<file path="config.mk">
export PLATFORM = sky130hd
export DESIGN_NAME = eth_rx_frame_ctrl
export DESIGN_NICKNAME = d
export VERILOG_FILES = /design/src/rtl/eth_pkg.sv /design/src/rtl/eth_fcs_strip_pipe.sv /design/src/rtl/eth_rx_frame_ctrl.sv
export SDC_FILE = /design/constraint.sdc
export NUM_CORES = 1
export LEC_CHECK = 0
export ABC_CLOCK_PERIOD_IN_PS = 4000
export CAP_MARGIN = 10
export CORE_ASPECT_RATIO = 2
export CORE_MARGIN = 1
export CORE_UTILIZATION = 57
export DETAILED_ROUTE_END_ITERATION = 16
export GPL_ROUTABILITY_DRIVEN = 1
export PLACE_DENSITY = 0.9
export SLEW_MARGIN = 40
export SYNTH_ARGS = -nofsm -noshare
export SYNTH_HDL_FRONTEND = slang
export SYNTH_HIERARCHICAL = 1
export SYNTH_SLANG_ARGS = --single-unit
export TNS_END_PERCENT = 5
</file>
<file path="constraint.sdc">
create_clock -name gmii_rx_clk -period 4 [get_ports gmii_rx_clk]
set_input_delay 0.8 -clock gmii_rx_clk [delete_from_list [all_inputs] [get_ports gmii_rx_clk]]
set_output_delay 0.8 -clock gmii_rx_clk [all_outputs]
set_load 0.05 [all_outputs]
</file>
<file path="src/rtl/eth_pkg.sv">
// -----------------------------------------------------------------------------
// eth_pkg
// Shared constants, state encoding and small helpers for the Ethernet receive
// frame path (eth_rx_frame_ctrl and eth_fcs_strip_pipe).
// -----------------------------------------------------------------------------
package eth_pkg;

  localparam logic [7:0]  ETH_PREAMBLE = 8'h55;
  localparam logic [7:0]  ETH_SFD      = 8'hD5;
  localparam logic [47:0] ETH_BCAST    = 48'hFFFF_FFFF_FFFF;
  localparam int          FCS_LEN      = 4;

  // One extra stage beyond the FCS so the last data byte is still held when
  // dv drops, letting it go out tagged with eof.
  localparam int          PIPE_DEPTH   = FCS_LEN + 1;
  localparam logic [2:0]  PIPE_FULL    = 3'd5;

  typedef enum logic [2:0] {
    ST_IDLE     = 3'd0,
    ST_PREAMBLE = 3'd1,
    ST_DA       = 3'd2,
    ST_PAYLOAD  = 3'd3,
    ST_DROP     = 3'd4
  } rx_state_e;

  // Byte idx of a MAC address in wire order (idx 0 = bits [47:40]).
  function automatic logic [7:0] mac_byte(input logic [47:0] mac,
                                          input logic [2:0]  idx);
    logic [7:0] b;
    case (idx)
      3'd0:    b = mac[47:40];
      3'd1:    b = mac[39:32];
      3'd2:    b = mac[31:24];
      3'd3:    b = mac[23:16];
      3'd4:    b = mac[15:8];
      3'd5:    b = mac[7:0];
      default: b = 8'h00;
    endcase
    return b;
  endfunction

  // Saturating 16-bit increment for debug counters.
  function automatic logic [15:0] sat_inc16(input logic [15:0] v);
    logic [15:0] r;
    if (v == 16'hFFFF) begin
      r = v;
    end else begin
      r = v + 16'd1;
    end
    return r;
  endfunction

endpackage

</file>
<file path="src/rtl/eth_fcs_strip_pipe.sv">
// -----------------------------------------------------------------------------
// eth_fcs_strip_pipe
// 5-entry byte shift register used to hold back the trailing FCS. The oldest
// entry is presented on dout; the owner decides when to emit it.
// Ports:
//   clk, rst_n : clock, asynchronous active-low reset
//   push       : shift din in (oldest entry falls out)
//   flush      : empty the pipe (takes priority over push for occupancy)
//   din        : incoming byte
//   dout       : oldest entry (valid when full)
//   full       : pipe holds PIPE_DEPTH entries
// -----------------------------------------------------------------------------
module eth_fcs_strip_pipe
  import eth_pkg::*;
(
  input  logic       clk,
  input  logic       rst_n,
  input  logic       push,
  input  logic       flush,
  input  logic [7:0] din,
  output logic [7:0] dout,
  output logic       full
);

  logic [7:0] stage_r [PIPE_DEPTH];
  logic [2:0] cnt_r;

  assign full = (cnt_r == PIPE_FULL);
  assign dout = stage_r[PIPE_DEPTH-1];

  // Data shift: stage 0 is newest, stage PIPE_DEPTH-1 is oldest.
  always_ff @(posedge clk or negedge rst_n) begin
    if (!rst_n) begin
      for (int i = 0; i < PIPE_DEPTH; i++) begin
        stage_r[i] <= 8'h00;
      end
    end else if (push) begin
      stage_r[0] <= din;
      for (int i = 1; i < PIPE_DEPTH; i++) begin
        stage_r[i] <= stage_r[i-1];
      end
    end
  end

  // Occupancy: counts up to full, cleared on flush.
  always_ff @(posedge clk or negedge rst_n) begin
    if (!rst_n) begin
      cnt_r <= 3'd0;
    end else if (flush) begin
      cnt_r <= 3'd0;
    end else if (push && !full) begin
      cnt_r <= cnt_r + 3'd1;
    end
  end

endmodule

</file>
<file path="src/rtl/eth_rx_frame_ctrl.sv">
// -----------------------------------------------------------------------------
// eth_rx_frame_ctrl
// GMII receive frame sequencer: locks on preamble/SFD, filters on destination
// MAC (board or broadcast), strips the FCS and delivers SA..payload bytes with
// sof/eof/err markers. Keeps saturating good/dropped frame counters.
// Ports:
//   gmii_rx_clk, sys_rst_n : clock, asynchronous active-low reset
//   rx_en                  : receive enable, sampled only in IDLE
//   gmii_rx_dv, gmii_rxd   : GMII receive stream
//   rec_data/valid/sof/eof/err : framed output byte stream (registered)
//   rx_busy                : sequencer not idle
//   frm_ok_cnt/frm_drop_cnt: saturating frame counters
// -----------------------------------------------------------------------------
module eth_rx_frame_ctrl
  import eth_pkg::*;
#(
  parameter logic [47:0] BOARD_MAC = 48'h0011_2233_4455,
  parameter logic [10:0] MIN_LEN   = 11'd58,
  parameter logic [10:0] MAX_LEN   = 11'd1512,
  parameter logic [2:0]  PRE_MIN   = 3'd6
) (
  input  logic        gmii_rx_clk,
  input  logic        sys_rst_n,
  input  logic        rx_en,
  input  logic        gmii_rx_dv,
  input  logic [7:0]  gmii_rxd,
  output logic [7:0]  rec_data,
  output logic        rec_valid,
  output logic        rec_sof,
  output logic        rec_eof,
  output logic        rec_err,
  output logic        rx_busy,
  output logic [15:0] frm_ok_cnt,
  output logic [15:0] frm_drop_cnt
);

  rx_state_e   state_r;
  logic [2:0]  pre_cnt_r;
  logic [2:0]  byte_idx_r;
  logic        uc_match_r;
  logic        bc_match_r;
  logic [10:0] len_r;
  logic        sof_pend_r;

  logic [7:0]  rec_data_r;
  logic        rec_valid_r;
  logic        rec_sof_r;
  logic        rec_eof_r;
  logic        rec_err_r;
  logic        rx_busy_r;
  logic [15:0] frm_ok_cnt_r;
  logic [15:0] frm_drop_cnt_r;

  logic [7:0]  da_byte_s;
  logic        uc_next_s;
  logic        bc_next_s;
  logic        push_s;
  logic        flush_s;
  logic [7:0]  pipe_dout_s;
  logic        pipe_full_s;

  assign rec_data     = rec_data_r;
  assign rec_valid    = rec_valid_r;
  assign rec_sof      = rec_sof_r;
  assign rec_eof      = rec_eof_r;
  assign rec_err      = rec_err_r;
  assign rx_busy      = rx_busy_r;
  assign frm_ok_cnt   = frm_ok_cnt_r;
  assign frm_drop_cnt = frm_drop_cnt_r;

  // DA match tracking and pipe control decode.
  always_comb begin
    da_byte_s = mac_byte(BOARD_MAC, byte_idx_r);
    uc_next_s = uc_match_r & (gmii_rxd == da_byte_s);
    bc_next_s = bc_match_r & (gmii_rxd == ETH_BCAST[7:0]);
    if (state_r == ST_PAYLOAD) begin
      push_s  = gmii_rx_dv;
      // End of frame or oversize cut: whatever is left is FCS / discarded.
      flush_s = !gmii_rx_dv || (len_r == MAX_LEN);
    end else begin
      push_s  = 1'b0;
      flush_s = 1'b0;
    end
  end

  eth_fcs_strip_pipe u_pipe (
    .clk   (gmii_rx_clk),
    .rst_n (sys_rst_n),
    .push  (push_s),
    .flush (flush_s),
    .din   (gmii_rxd),
    .dout  (pipe_dout_s),
    .full  (pipe_full_s)
  );

  // Frame sequencer FSM with registered outputs and counters.
  always_ff @(posedge gmii_rx_clk or negedge sys_rst_n) begin
    if (!sys_rst_n) begin
      state_r        <= ST_IDLE;
      pre_cnt_r      <= 3'd0;
      byte_idx_r     <= 3'd0;
      uc_match_r     <= 1'b0;
      bc_match_r     <= 1'b0;
      len_r          <= 11'd0;
      sof_pend_r     <= 1'b0;
      rec_data_r     <= 8'h00;
      rec_valid_r    <= 1'b0;
      rec_sof_r      <= 1'b0;
      rec_eof_r      <= 1'b0;
      rec_err_r      <= 1'b0;
      rx_busy_r      <= 1'b0;
      frm_ok_cnt_r   <= 16'h0000;
      frm_drop_cnt_r <= 16'h0000;
    end else begin
      rec_valid_r <= 1'b0;
      rec_sof_r   <= 1'b0;
      rec_eof_r   <= 1'b0;
      rec_err_r   <= 1'b0;
      // Every state leaves for IDLE exactly when dv is low, so dv is the
      // next-state busy flag.
      rx_busy_r   <= gmii_rx_dv;
      case (state_r)
        ST_IDLE: begin
          if (gmii_rx_dv) begin
            if ((gmii_rxd == ETH_PREAMBLE) && rx_en) begin
              state_r   <= ST_PREAMBLE;
              pre_cnt_r <= 3'd1;
            end else begin
              state_r <= ST_DROP;
            end
          end
        end
        ST_PREAMBLE: begin
          if (!gmii_rx_dv) begin
            state_r <= ST_IDLE;
          end else if (gmii_rxd == ETH_PREAMBLE) begin
            if (pre_cnt_r != 3'd7) begin
              pre_cnt_r <= pre_cnt_r + 3'd1;
            end
          end else if ((gmii_rxd == ETH_SFD) && (pre_cnt_r >= PRE_MIN)) begin
            state_r    <= ST_DA;
            byte_idx_r <= 3'd0;
            uc_match_r <= 1'b1;
            bc_match_r <= 1'b1;
          end else begin
            state_r        <= ST_DROP;
            frm_drop_cnt_r <= sat_inc16(frm_drop_cnt_r);
          end
        end
        ST_DA: begin
          if (!gmii_rx_dv) begin
            state_r        <= ST_IDLE;
            frm_drop_cnt_r <= sat_inc16(frm_drop_cnt_r);
          end else if (byte_idx_r == 3'd5) begin
            if (uc_next_s || bc_next_s) begin
              state_r    <= ST_PAYLOAD;
              len_r      <= 11'd0;
              sof_pend_r <= 1'b1;
            end else begin
              state_r        <= ST_DROP;
              frm_drop_cnt_r <= sat_inc16(frm_drop_cnt_r);
            end
          end else begin
            byte_idx_r <= byte_idx_r + 3'd1;
            uc_match_r <= uc_next_s;
            bc_match_r <= bc_next_s;
          end
        end
        ST_PAYLOAD: begin
          if (!gmii_rx_dv) begin
            state_r <= ST_IDLE;
            if (pipe_full_s) begin
              // Last data byte; the four bytes behind it are the FCS.
              rec_valid_r <= 1'b1;
              rec_data_r  <= pipe_dout_s;
              rec_sof_r   <= sof_pend_r;
              rec_eof_r   <= 1'b1;
              rec_err_r   <= (len_r < MIN_LEN);
              sof_pend_r  <= 1'b0;
              if (len_r < MIN_LEN) begin
                frm_drop_cnt_r <= sat_inc16(frm_drop_cnt_r);
              end else begin
                frm_ok_cnt_r <= sat_inc16(frm_ok_cnt_r);
              end
            end else begin
              frm_drop_cnt_r <= sat_inc16(frm_drop_cnt_r);
            end
          end else begin
            len_r <= len_r + 11'd1;
            if (pipe_full_s) begin
              rec_valid_r <= 1'b1;
              rec_data_r  <= pipe_dout_s;
              rec_sof_r   <= sof_pend_r;
              sof_pend_r  <= 1'b0;
            end
            // This byte makes the frame MAX_LEN+1 long: cut it off here.
            if (len_r == MAX_LEN) begin
              rec_eof_r      <= 1'b1;
              rec_err_r      <= 1'b1;
              state_r        <= ST_DROP;
              frm_drop_cnt_r <= sat_inc16(frm_drop_cnt_r);
            end
          end
        end
        ST_DROP: begin
          if (!gmii_rx_dv) begin
            state_r <= ST_IDLE;
          end
        end
        default: begin
          state_r   <= ST_IDLE;
          rx_busy_r <= 1'b0;
        end
      endcase
    end
  end

endmodule

</file>
==> flow_summary.toml <==
[clock_tree]
cts-hold-fix-buffers = 0
numCtsBuffers = 9
cts_resized = 0
cts_tree = "done"
insertion_delay_ps = 350
clockBufferDepth = 2
postCtsSetupRepairBufs = 0
clkTransAtPathRegs_ps = 70
cts_root_buf = "clkbuf_16"
cts.sinks = 111
cts_max_level = 3

[setup_path]
critPathCaptureType = "flop"
reg2reg_to = "frm_drop_cnt[11]"
reg2regPathDepth = 8
crit_fanout = 16
cp-start-kind = "primary input"
cp.arrival_ps = 3520
reg2reg_slack_ps = 940
regToRegStartpoint = "u_pipe/cnt_r[0]"
path_class = "primary input to flop"
critPathRequiredTime_ps = 4270

[route]
drc = 0
drt-initial-drc-count = 216
vias = 3849
first_pass_iters = 5
vias_per_cell = 5.94
antenna_left = 0
post_drt_wl_per_cell_um = 17.6
totalWireLength_um = 11400

[pwr]
p_int_mw = 1.69
seq_power_share = 0.522
p_switching_uw = 515
p_per_area_nw_per_um2 = 342
pwr-share-comb = 0.054
p_sw_frac = 0.234
worst_ir_drop_vdd_v = 0.000352
clock_power_share = 0.423
leakage_nw = 2.89

[synth]
synth_top_area_cell = "dfrtp_1"
synth_top_cell_area_share = 0.502
synth_seq_area_share = 0.502
synth-warning-count = 6
syn-cell-area_um2 = 5530
ys.flop_type = "dfrtp_1"
synth_edf_count = 0
synth_cell_type_count = 62
syn-num-nets = 516
netlist_top_cells_area = "dfrtp_1, mux2_4, nand2_1"
syn_inst = 491
synthArstFlopShare = 1.00
synthTopCellsByCount = "dfrtp_1, nand2_1, mux2_4"
synth-seq-cells = 111
yosysMostFrequentCell = "dfrtp_1"
syn_area_per_cell_um2 = 11.3

[global_route]
track_usage = 0.246
grt-ovfl-total = 0
grt_pass1_wl_um = 19400
grt_pass1_vias = 4085
grt_max_degree = 71
antenna_found_initial = 0

[sta]
tns_ps = 0
setup_viol = 0
fin_crit_sh = 0.813
clock_skew_ps = 4.17
drv_slew = 0
hold_viol = 0
whs_ps = 437
slew_headroom = 0.589
worst_pin_slew_ps = 616
max_freq_ghz = 0.308
period_minus_slack_ps = 3250
rsz0062_at_grt = "no"

[placement]
io_buffers = 56
dp_hpwl_um = 8040
gp_congestion = 0.901

[cells_and_area]
drive_gt1_frac = 0.143
fin_nets = 564
fill_cells = 677
n_antenna_cell = 0
syn_to_final_growth_pct = 16.3

[die]
rows = 50
die_width_um = 71.6
die_height_um = 141
start_util = 0.589
io_pins = 57
core_area_um2 = 9380
die-area_um2 = 10100

[worst_hold_path]
hp-class = "primary input to async pin"

[run_status]
status = "completed"

[flow_run]
drv_cap = 0
==> layer usage <==
layer  up-vias  share of wire  GRT usage
met5         -              0          0
met4         0          0.019      0.108
met3        17          0.035     0.0476
met2        93           0.55      0.437
met1      1923           0.39      0.283
li1       1816              -          -
==> per-stage QoR <==
step | utilization | cells | instance area, µm² | power, mW | worst slack (ps)
2_1_floorplan | - | 491 | 5530 | 1.22 | 1210
3_3_place_gp | 0.650 | 632 | 6100 | 1.29 | 531
3_5_place_dp | 0.650 | 632 | 6100 | 1.29 | 448
4_1_cts | 0.684 | 648 | 6420 | 2.22 | 803
5_1_grt | 0.685 | 648 | 6430 | 2.27 | 629
6_report | 0.685 | 648 | 6430 | 2.20 | 749
==> power groups by stage <==
stage,Combinational [mW],Clock [mW],Sequential [mW]
global placement,0.118,0,1.17
detailed placement,0.120,0,1.17
global route,0.129,0.989,1.15
finish,0.120,0.932,1.15
CTS,0.121,0.952,1.15
floorplan,0.0183,0,1.21
==> flip-flops by register name, summed over array words and instances, names as in the netlist, 3 cells and up <==
signal and count:
byte_idx_r 3, frm_drop_cnt 16, frm_ok_cnt 16, len_r 11
pre_cnt_r 3, rec_data 8, state_r 3, u_pipe/cnt_r 3
u_pipe/dout 8, u_pipe/stage_r 32
==> area by class of cell <==
type,instances,area [µm²],share of cell area
flip-flops and latches,111,2780,0.432
multi-input cells,336,2510,0.391
repair buffers,63,627,0.0975
clock buffers,10,239,0.0372
well taps,104,130,0.0202
clock inverters,6,76.3,0.0119
inverters,18,67.6,0.0105
==> how the worst max path moves through the flow <==
stage | startpoint | end | slack [ps] | cells after the start
6_report | gmii_rxd[4] | frm_drop_cnt[11] | 750 | 7
5_1_grt | gmii_rxd[4] | frm_drop_cnt[11] | 630 | 7
4_1_cts | gmii_rxd[4] | frm_drop_cnt[1] | 800 | 7
3_5_place_dp | gmii_rxd[4] | frm_drop_cnt[1] | 450 | 7
3_3_place_gp | gmii_rxd[6] | frm_drop_cnt[12] | 530 | 7
2_1_floorplan | byte_idx_r[0] | len_r[2] | 1210 | 8
==> critical path, stage by stage <==
cell and delay, ps:
clkdlybuf4s50_1 500, and4_1 300, a41oi_1 260, o221ai_1 160
or4_1 830, nor4_1 490, xor2_1 190
==> layout by cell type, fill, tap and decap left out, types with 3 or more instances in the layout <==
| cell type | count |
|---|---|
| dfrtp_1 | 111 |
| nand2_1 | 80 |
| clkdlybuf4s50_1 | 55 |
| mux2_4 | 39 |
| xor2_1 | 19 |
| nor2_1 | 18 |
| nand3_1 | 17 |
| inv_1 | 16 |
| nor3_1 | 14 |
| ha_1 | 13 |
| xnor2_1 | 10 |
| o221ai_1 | 9 |
| o21ai_0 | 9 |
| clkbuf_16 | 9 |
| and3_1 | 8 |
| nand3b_1 | 8 |
| and4_1 | 6 |
| nor4_1 | 6 |
| a21oi_1 | 6 |
| nand4_1 | 6 |
| buf_4 | 6 |
| mux2_2 | 5 |
| and2_1 | 5 |
| or3_1 | 4 |
| nand2b_1 | 4 |
| or4_1 | 4 |
| o211ai_1 | 3 |
==> logic make-up (layout without fill, tap and decap cells) <==
family          Yosys count  after routing  share of synthesized area
fa+ha+maj                13             13                     0.0294
compound gates           54             54                     0.0742
flops                   111            111                      0.502
buf+inv                  44             97                     0.0448
mux                      46             46                      0.120
simple gates            194            194                      0.183
xor+xnor                 29             29                     0.0459
Power figures use the tool's default switching activity.
